==> config.mk <==
export PLATFORM = sky130hd
export DESIGN_NAME = rv32i_hazard_ctrl
export DESIGN_NICKNAME = d
export VERILOG_FILES = /design/src/rtl/rv32i_hazard_ctrl.sv
export SDC_FILE = /design/constraint.sdc
export NUM_CORES = 1
export LEC_CHECK = 0
export ABC_AREA = 1
export BUFFER_PORTS_ARGS = -buffer_cell sky130_fd_sc_hd__buf_2
export CORE_MARGIN = 2
export CORE_UTILIZATION = 51
export DETAILED_ROUTE_END_ITERATION = 6
export GPL_TIMING_DRIVEN = 0
export HOLD_SLACK_MARGIN = 0.06
export PLACE_DENSITY = 0.82
export REMOVE_ABC_BUFFERS = 1
export SYNTH_ARGS = -nofsm -noshare
export SYNTH_HDL_FRONTEND = slang
export SYNTH_SLANG_ARGS = --single-unit
==> constraint.sdc <==
create_clock -name clk -period 2.8 [get_ports clk]
set_clock_uncertainty 0.2 [all_clocks]
set_input_delay 0.28 -clock clk [delete_from_list [all_inputs] [get_ports clk]]
set_output_delay 0.28 -clock clk [all_outputs]
set_load 0.01 [all_outputs]
==> src/rtl/rv32i_hazard_ctrl.sv <==
// Hazard control for a 5-stage RV32I pipeline: load-use and JALR-in-ID stalls,
// EX operand forwarding and multi-cycle mul/div freeze with a stall counter.
module rv32i_hazard_ctrl #(
  parameter int MD_LAT  = 4,
  parameter int CNT_W   = 32,
  parameter int JALR_ID = 1
) (
  input  logic             clk,
  input  logic             rst_n,
  input  logic [4:0]       FD_rs1,
  input  logic [4:0]       FD_rs2,
  input  logic [4:0]       DE_rs1,
  input  logic [4:0]       DE_rs2,
  input  logic [4:0]       DE_rd,
  input  logic [4:0]       EM_rd,
  input  logic [4:0]       MW_rd,
  input  logic [6:0]       FD_OP,
  input  logic [6:0]       DE_OP,
  input  logic [6:0]       EM_OP,
  input  logic [6:0]       MW_OP,
  input  logic             DE_md,
  output logic             stall,
  output logic             stallN,
  output logic             flush_DE,
  output logic             hold_DE,
  output logic [1:0]       fwd_a,
  output logic [1:0]       fwd_b,
  output logic [1:0]       fwd_jalr,
  output logic             md_busy,
  output logic [CNT_W-1:0] stall_cnt
);

  localparam int MDW = $clog2(MD_LAT) + 1;

  localparam logic [6:0] OP_LUI    = 7'b0110111;
  localparam logic [6:0] OP_AUIPC  = 7'b0010111;
  localparam logic [6:0] OP_LOAD   = 7'b0000011;
  localparam logic [6:0] OP_OPIMM  = 7'b0010011;
  localparam logic [6:0] OP_OP     = 7'b0110011;
  localparam logic [6:0] OP_JAL    = 7'b1101111;
  localparam logic [6:0] OP_JALR   = 7'b1100111;
  localparam logic [6:0] OP_BRANCH = 7'b1100011;
  localparam logic [6:0] OP_STORE  = 7'b0100011;

  function automatic logic writes_rd(input logic [6:0] op, input logic [4:0] rd);
    logic w;
    case (op)
      OP_LUI, OP_AUIPC, OP_LOAD, OP_OPIMM, OP_OP, OP_JAL, OP_JALR: w = 1'b1;
      default: w = 1'b0;
    endcase
    return w && (rd != 5'd0);
  endfunction

  function automatic logic reads_rs1(input logic [6:0] op);
    case (op)
      OP_JALR, OP_BRANCH, OP_LOAD, OP_STORE, OP_OPIMM, OP_OP: return 1'b1;
      default: return 1'b0;
    endcase
  endfunction

  function automatic logic reads_rs2(input logic [6:0] op);
    case (op)
      OP_BRANCH, OP_STORE, OP_OP: return 1'b1;
      default: return 1'b0;
    endcase
  endfunction

  logic [MDW-1:0] md_cnt;
  logic           md_issue;
  logic           md_stall;
  logic           lu_stall;
  logic           jalr_stall;
  logic           ex_prod, em_prod, mw_prod;

  assign ex_prod  = writes_rd(DE_OP, DE_rd);
  assign em_prod  = writes_rd(EM_OP, EM_rd);
  assign mw_prod  = writes_rd(MW_OP, MW_rd);

  assign md_issue = DE_md && (md_cnt == '0);
  assign md_stall = md_issue || (md_cnt > MDW'(1));

  assign lu_stall = (DE_OP == OP_LOAD) && (DE_rd != 5'd0) &&
                    ((reads_rs1(FD_OP) && (DE_rd == FD_rs1)) ||
                     (reads_rs2(FD_OP) && (DE_rd == FD_rs2)));

  // JALR reads rs1 in ID, so a result still in EX or a load still in MEM cannot reach it.
  always_comb begin
    jalr_stall = 1'b0;
    fwd_jalr   = 2'b00;
    if (JALR_ID != 0 && FD_OP == OP_JALR) begin
      if (ex_prod && DE_rd == FD_rs1)
        jalr_stall = 1'b1;
      else if (em_prod && EM_OP != OP_LOAD && EM_rd == FD_rs1)
        fwd_jalr = 2'b01;
      else if (em_prod && EM_OP == OP_LOAD && EM_rd == FD_rs1)
        jalr_stall = 1'b1;
      else if (mw_prod && MW_rd == FD_rs1)
        fwd_jalr = 2'b10;
    end
  end

  always_comb begin
    fwd_a = 2'b00;
    fwd_b = 2'b00;
    if (em_prod && EM_OP != OP_LOAD && EM_rd == DE_rs1)
      fwd_a = 2'b01;
    else if (mw_prod && MW_rd == DE_rs1)
      fwd_a = 2'b10;
    if (em_prod && EM_OP != OP_LOAD && EM_rd == DE_rs2)
      fwd_b = 2'b01;
    else if (mw_prod && MW_rd == DE_rs2)
      fwd_b = 2'b10;
  end

  assign stall    = md_stall | lu_stall | jalr_stall;
  assign stallN   = ~stall;
  assign hold_DE  = md_stall;
  assign flush_DE = (lu_stall | jalr_stall) & ~md_stall;
  assign md_busy  = md_stall;

  // The last count (md_cnt == 1) releases the pipe so the result leaves EX on the next edge.
  always_ff @(posedge clk) begin
    if (!rst_n)
      md_cnt <= '0;
    else if (md_issue)
      md_cnt <= MDW'(MD_LAT - 1);
    else if (md_cnt != '0)
      md_cnt <= md_cnt - MDW'(1);
  end

  always_ff @(posedge clk) begin
    if (!rst_n)
      stall_cnt <= '0;
    else if (stall && stall_cnt != {CNT_W{1'b1}})
      stall_cnt <= stall_cnt + CNT_W'(1);
  end

endmodule

# Word-level counts from Yosys, hierarchy flattened
# Cells that the tools add are included.
dict set report classes {
  n_reduce_logical 33
  n_lt_le_gt_ge 1
  add_sub_neg 2
  muxes 20
  n_eq_ne 37
  n_bitwise 7
}
# operator n
set ops {}
lappend ops {{== test 7 x 6 -> 1 bit, second input constant} 8}
lappend ops {{== test 7 bit, second input constant} 8}
lappend ops {{== test 7 x 5 -> 1 bit, second input constant} 7}
lappend ops {{== test 5 bit} 8}
lappend ops {{adder 32 x 1 -> 32 bit, second input constant} 1}
lappend ops {{!= test 32 bit, second input constant} 1}
lappend ops {{== test 7 x 2 -> 1 bit, second input constant} 4}
lappend ops {{2-to-1 mux 2 bit} 11}
lappend ops {{OR reduction 7 bit} 3}
lappend ops {{logical AND 1 bit} 19}
lappend ops {{nonzero test 5 bit} 3}
lappend ops {{2-to-1 mux 1 bit} 9}
lappend ops {{!= test 7 x 2 -> 1 bit, second input constant} 1}
lappend ops {{OR reduction 6 bit} 1}
lappend ops {{greater-than comparator 3 x 1 -> 1 bit, second input constant} 1}
lappend ops {{zero test 3 bit} 1}
lappend ops {{inverter 1 bit} 3}
lappend ops {{bitwise OR 1 bit} 3}
lappend ops {{nonzero test 3 bit} 1}
lappend ops {{OR reduction 3 bit} 1}
lappend ops {{subtractor 3 x 1 -> 3 bit, second input constant} 1}
lappend ops {{logical OR 1 bit} 2}
lappend ops {{nonzero test 2 bit} 1}
lappend ops {{OR reduction 2 bit} 1}
lappend ops {{AND 1 bit} 1}
dict set report totals {
  register_bits 35
  output_inout_bits 43
}

# Logic depth before layout (Yosys ltp)
dict set report depth {
  depth_word 12
  mapped_depth 15
  depth_no_buf 14
}

# Worst setup path before layout
# No wires, ideal clock.
dict set report synth_timing {
  kind {register to register}
  startpoint {register stall_cnt[0]}
  endpoint {register stall_cnt[1]}
  t_arrival_ns 1.684
  synth_period_minus_slack_ns 1.996
  stages_incl_launch_ff 12
  setup_slack_ns 0.804
  path_cell_list {dfxtp_1 -> ha_1 -> nand2_2 -> nor2_4 -> nand2_2 -> nor2_4 -> nand4_2 -> nand2_1 -> buf_4 -> inv_2 -> nor2_1 -> nor2_1}
}
dict set report synth_via {
  elab_chain_cells 2
}
# item line
set synth_lines {}
lappend synth_lines {{start, declared} 30} ;# output logic [CNT_W-1:0] stall_cnt
lappend synth_lines {{start signal, assigned} 135} ;# stall_cnt <= stall_cnt + CNT_W'(1);
lappend synth_lines {{branches (longest 2 deep; another with adder 32 x 1 -> 32 bit)} -}
# Several ways; the timed one is not identified.
# A chain may end at the register's enable or synchronous reset.

# Worst setup path after layout
dict set report layout_timing {
  startpoint {register md_cnt[0]}
  endpoint {output stall}
}
dict set report layout_via {
  elab_chain_cells 5
}
# item line
set layout_lines {}
lappend layout_lines {{start, declared} 68} ;# logic [MDW-1:0] md_cnt;
lappend layout_lines {{start signal, assigned} 126} ;# md_cnt <= MDW'(MD_LAT - 1);
lappend layout_lines {{start signal, assigned} 128} ;# md_cnt <= md_cnt - MDW'(1);
lappend layout_lines {{branches (longest 2 deep; another with greater-than comparator 3 x 1 -> 1 bit)} -}
lappend layout_lines {{logical OR 1 bit (*)} 80} ;# assign md_stall = md_issue || (md_cnt > MDW'(1));
lappend layout_lines {{bitwise OR 1 bit (*) (2 in series)} 115} ;# assign stall = md_stall | lu_stall | jalr_stall;
lappend layout_lines {{end, declared} 22} ;# output logic stall,
# Every way passes the cells marked *.

==> flow_summary.html <==
<table>
<tr><th>Metric</th><th>Value</th></tr>
<tr><th colspan="2">Outcome</th></tr>
<tr><td>Result of the run</td><td>complete, no violations</td></tr>
<tr><th colspan="2">Global route</th></tr>
<tr><td>Global routing usage summed across all routing layers</td><td>25.55%</td></tr>
<tr><td>Via count of the first global-routing pass</td><td>3129</td></tr>
<tr><td>Wire length of the first global-routing pass</td><td>13.54 mm</td></tr>
<tr><td>Largest net degree at the start of global routing</td><td>37</td></tr>
<tr><td>Global-route congestion overflow total</td><td>0</td></tr>
<tr><td>Number of antenna violations at the first check in global routing</td><td>0</td></tr>
<tr><th colspan="2">Placed design</th></tr>
<tr><td>Detailed-placement wirelength estimate</td><td>6.618 mm</td></tr>
<tr><td>Dpl ws</td><td>-0.7570 ns</td></tr>
<tr><td>Area of placed instances</td><td>0.003588 mm^2</td></tr>
<tr><td>Final weighted congestion in routability-driven placement</td><td>0.9447</td></tr>
<tr><td>IO Port Bufs</td><td>around 110</td></tr>
<tr><th colspan="2">Routing</th></tr>
<tr><td>Routed length per instance</td><td>between 10 and 15 um</td></tr>
<tr><td># DRC</td><td>0</td></tr>
<tr><td>First-pass detailed-route iteration total</td><td>5</td></tr>
<tr><td>Wire length reported by the detailed router</td><td>8.664 mm</td></tr>
<tr><td>DR vias</td><td>3489</td></tr>
<tr><td>Post-route ant nets</td><td>0</td></tr>
<tr><td>Starting DRC count in detailed routing</td><td>144</td></tr>
<tr><td>Vias per inst</td><td>roughly 5.2</td></tr>
<tr><th colspan="2">Setup path</th></tr>
<tr><td>Reg2reg path depth</td><td>9</td></tr>
<tr><td>Startpoint type of the worst setup path</td><td>register</td></tr>
<tr><td>Maximum fanout count along the critical path</td><td>36</td></tr>
<tr><td>Setup slack of the worst register-to-register path</td><td>0.33 ns</td></tr>
<tr><td>Worst stage delay on the critical path</td><td>~0.37 ns</td></tr>
<tr><td>Reg2Reg Capture Point</td><td>stall_cnt[2]</td></tr>
<tr><td>Crit. End Element</td><td>output pin</td></tr>
<tr><td>Worst setup path category</td><td>reg -&gt; out</td></tr>
<tr><td>R2r startpoint</td><td>stall_cnt[0]</td></tr>
<tr><td>Highest-delay cell along the critical path</td><td>nand3_4</td></tr>
<tr><td>Crit path cell chain</td><td>inv_1 -&gt; ha_1 -&gt; nand2_1 -&gt; inv_1 -&gt; nand2_1 -&gt; nand3_1 -&gt; inv_1 -&gt; nand3_4 -&gt; buf_2</td></tr>
<tr><td>Crit path max-delay family</td><td>simple AND/OR/NAND/NOR gates</td></tr>
<tr><td>Number of buffers and inverters on the critical path</td><td>4</td></tr>
<tr><td>Data required time at the worst endpoint</td><td>around 2.3 ns</td></tr>
<tr><td>Arrival time at the worst endpoint</td><td>2.05 ns</td></tr>
<tr><td>CP most frequent cell</td><td>inv_1</td></tr>
<tr><th colspan="2">Timing</th></tr>
<tr><td>Maximum operating frequency</td><td>395.5 MHz</td></tr>
<tr><td>Final WS setup</td><td>0.2714 ns</td></tr>
<tr><td>Total count of max-transition violations in the final report</td><td>0</td></tr>
<tr><td>Transition at the pin with the smallest max-transition slack</td><td>1.024 ns</td></tr>
<tr><td>RSZ-0062 raised after global routing</td><td>false</td></tr>
<tr><td>Tightest hold margin</td><td>0.1019 ns</td></tr>
<tr><td>Setup tns final</td><td>0 ns</td></tr>
<tr><td>Part of the cycle the worst path needs</td><td>90.31%</td></tr>
<tr><td>Headroom to the max-slew limit</td><td>31.66%</td></tr>
<tr><td>Setup violators final</td><td>0</td></tr>
<tr><td>Time the worst path needs with I/O delays and setup</td><td>around 2.5 ns</td></tr>
<tr><td>Final hold vios</td><td>0</td></tr>
<tr><th colspan="2">Synthesis</th></tr>
<tr><td>Number of flip-flops and latches in the synthesized netlist</td><td>35</td></tr>
<tr><td>Warning count from the yosys run</td><td>0</td></tr>
<tr><td>Count of unique library cells instantiated by Yosys</td><td>31</td></tr>
<tr><td>Avg Synthesized Cell Area</td><td>6.179 um^2</td></tr>
<tr><td>Count of mapped cells out of synthesis</td><td>490</td></tr>
<tr><td>Seq/Total Area, Yosys</td><td>23.14%</td></tr>
<tr><td>Mapped Area</td><td>0.003028 mm^2</td></tr>
<tr><th colspan="2">Clock tree</th></tr>
<tr><td>CTS tree</td><td>built</td></tr>
<tr><td>Buffer count from post-CTS setup fixing</td><td>0</td></tr>
<tr><td>Clock root cell</td><td>clkbuf_8</td></tr>
<tr><td>Reg clk slew, reported paths</td><td>~0.070 ns</td></tr>
<tr><td>H-tree level count</td><td>2</td></tr>
<tr><td>Number of buffers on the longest clock path</td><td>2</td></tr>
<tr><td>Number of clock sinks</td><td>35</td></tr>
<tr><td>Worst skew pair latency</td><td>0.29 ns</td></tr>
<tr><td>Number of clock buffers inserted by TritonCTS</td><td>5</td></tr>
<tr><th colspan="2">Cells and area</th></tr>
<tr><td>Signed area change from the synthesized netlist to the final layout</td><td>22.77%</td></tr>
<tr><td>Leading cell types in the layout, fill and taps excluded</td><td>136 x nand2_1, 108 x buf_2, 63 x nor2_1</td></tr>
<tr><td>FILL cells</td><td>575</td></tr>
<tr><td>Most common cell after layout, fill and taps aside</td><td>nand2_1</td></tr>
<tr><td>Post-layout nets</td><td>662</td></tr>
<tr><td>Fraction of layout instances using a drive strength above 1</td><td>22.05%</td></tr>
<tr><td>Final instance area</td><td>0.003717 mm^2</td></tr>
<tr><td>Antenna diode instance count</td><td>0</td></tr>
<tr><th colspan="2">Power and ir drop</th></tr>
<tr><td>Final Power</td><td>1.630 mW</td></tr>
<tr><td>Maximum ir drop on the vdd rail</td><td>387.0 uV</td></tr>
<tr><td>Static leakage power</td><td>roughly 1.7 nW</td></tr>
<tr><td>Total power density per cell area</td><td>438.5 mW/mm^2</td></tr>
<tr><th colspan="2">Floorplanning</th></tr>
<tr><td>Die outline width</td><td>81.05 um</td></tr>
<tr><td>Die span in y</td><td>81.05 um</td></tr>
<tr><td>Number of placement rows</td><td>28</td></tr>
<tr><td>Number of top-level pins</td><td>109</td></tr>
<tr><td>Area of the die</td><td>0.006569 mm^2</td></tr>
<tr><td>Core footprint</td><td>0.005816 mm^2</td></tr>
<tr><td>Effective utilization at floorplan</td><td>52.07%</td></tr>
<tr><th colspan="2">Worst hold path</th></tr>
<tr><td>Number of cells traversed by the worst hold path</td><td>3</td></tr>
<tr><td>Capture endpoint of the worst hold path</td><td>md_cnt[0]</td></tr>
<tr><td>Path category of the worst min-delay check</td><td>in -&gt; reg</td></tr>
<tr><td>Hold path startpoint</td><td>DE_md</td></tr>
<tr><th colspan="2">Run</th></tr>
<tr><td>Max-capacitance violation count</td><td>0</td></tr>
</table>
-- sequential cells by signal, summed over array words and instances (netlist names) --
name,cells
md_cnt,3
stall_cnt,32
-- how the worst max path moves through the flow --
stage                 start            end  slack [ns]  cells past startpoint
2_1_floorplan  stall_cnt[0]   stall_cnt[1]       -0.03                     10
3_3_place_gp   stall_cnt[0]  stall_cnt[31]       -0.66                      9
3_5_place_dp   stall_cnt[0]   stall_cnt[5]       -0.76                      9
4_1_cts        stall_cnt[0]   stall_cnt[5]        0.08                      9
5_1_grt           md_cnt[0]         stallN        0.06                     10
6_report          md_cnt[0]          stall        0.27                      9
-- through the flow --
step                      std cells  util (%)
after floorplan                 476         -
after detailed placement        659     61.70
after global routing            669     63.92
after CTS                       668     63.55
after global placement          659     61.70
final                           669     63.92
-- cell usage after synthesis --
library cell,count,share of area (%)
nand2_1,137,17
nor2_1,63,7.8
nand3_1,49,8.1
inv_1,41,5.1
xor2_1,39,11
dfxtp_1,35,23
a21oi_1,31,5.1
xnor2_1,24,6.9
nor3_1,14,2.3
nand4_1,8,1.7
buf_2,5,0.83
clkbuf_1,5,0.62
nor3b_1,5,1.2
buf_4,4,0.99
inv_2,4,0.50
nor4_1,4,0.83
ha_1,3,1.2
nand2_2,3,0.62
nor2_4,2,0.74
o21ai_0,2,0.33
or2_2,2,0.41
a211oi_1,1,0.25
a21boi_0,1,0.25
a221oi_1,1,0.29
nand3_4,1,0.58
nand3b_1,1,0.25
nand4_2,1,0.41
nor2_2,1,0.21
nor4_2,1,0.41
nor4b_1,1,0.29
o32ai_1,1,0.29
-- repair_timing --
action,4_1_cts,5_1_grt
endpoints found under the setup margin,31,31
endpoints found under the hold margin,2,0
resized for setup,3,1
cloned,0,1
hold buffers,1,0
-- layer usage --
layer  track usage [%]  part of all wire (%)  routed length [um]
met1             29.41                    40                3471
met3             4.778                   8.6                 749
met4             9.153                   2.4                 208
met5                 0                     0                   0
met2             46.86                    49                4234
-- cell type report --
type | count | area (um^2) | share of cell area, %
inverter | 45 | 168.9 | 4.544
clock inverter | 1 | 5.005 | 0.1346
multi-input combinational | 397 | 2122 | 57.09
clock buffer | 7 | 76.32 | 2.053
tap | 75 | 93.84 | 2.524
sequential | 35 | 700.7 | 18.85
timing repair buffer | 109 | 550.5 | 14.81
-- power by group --
group | internal (mW) | total [mW] | switching, mW
sequential | 0.532 | 0.569 | 0.0368
clock | 0.175 | 0.358 | 0.183
combinational | 0.224 | 0.703 | 0.479
total | 0.930 | 1.63 | 0.700
-- cell families after synthesis --
logic type	synth area share, %
simple gates	42.85
xor+xnor	18.22
buf+inv	8.016
compound gates	6.529
flops	23.14
fa+ha+maj	1.240
-- worst min-delay path: stages --
cell     delay [ns]
buf_2          0.09
nor2_1         0.05
a21oi_1        0.13
Power figures use the tool's default switching activity.
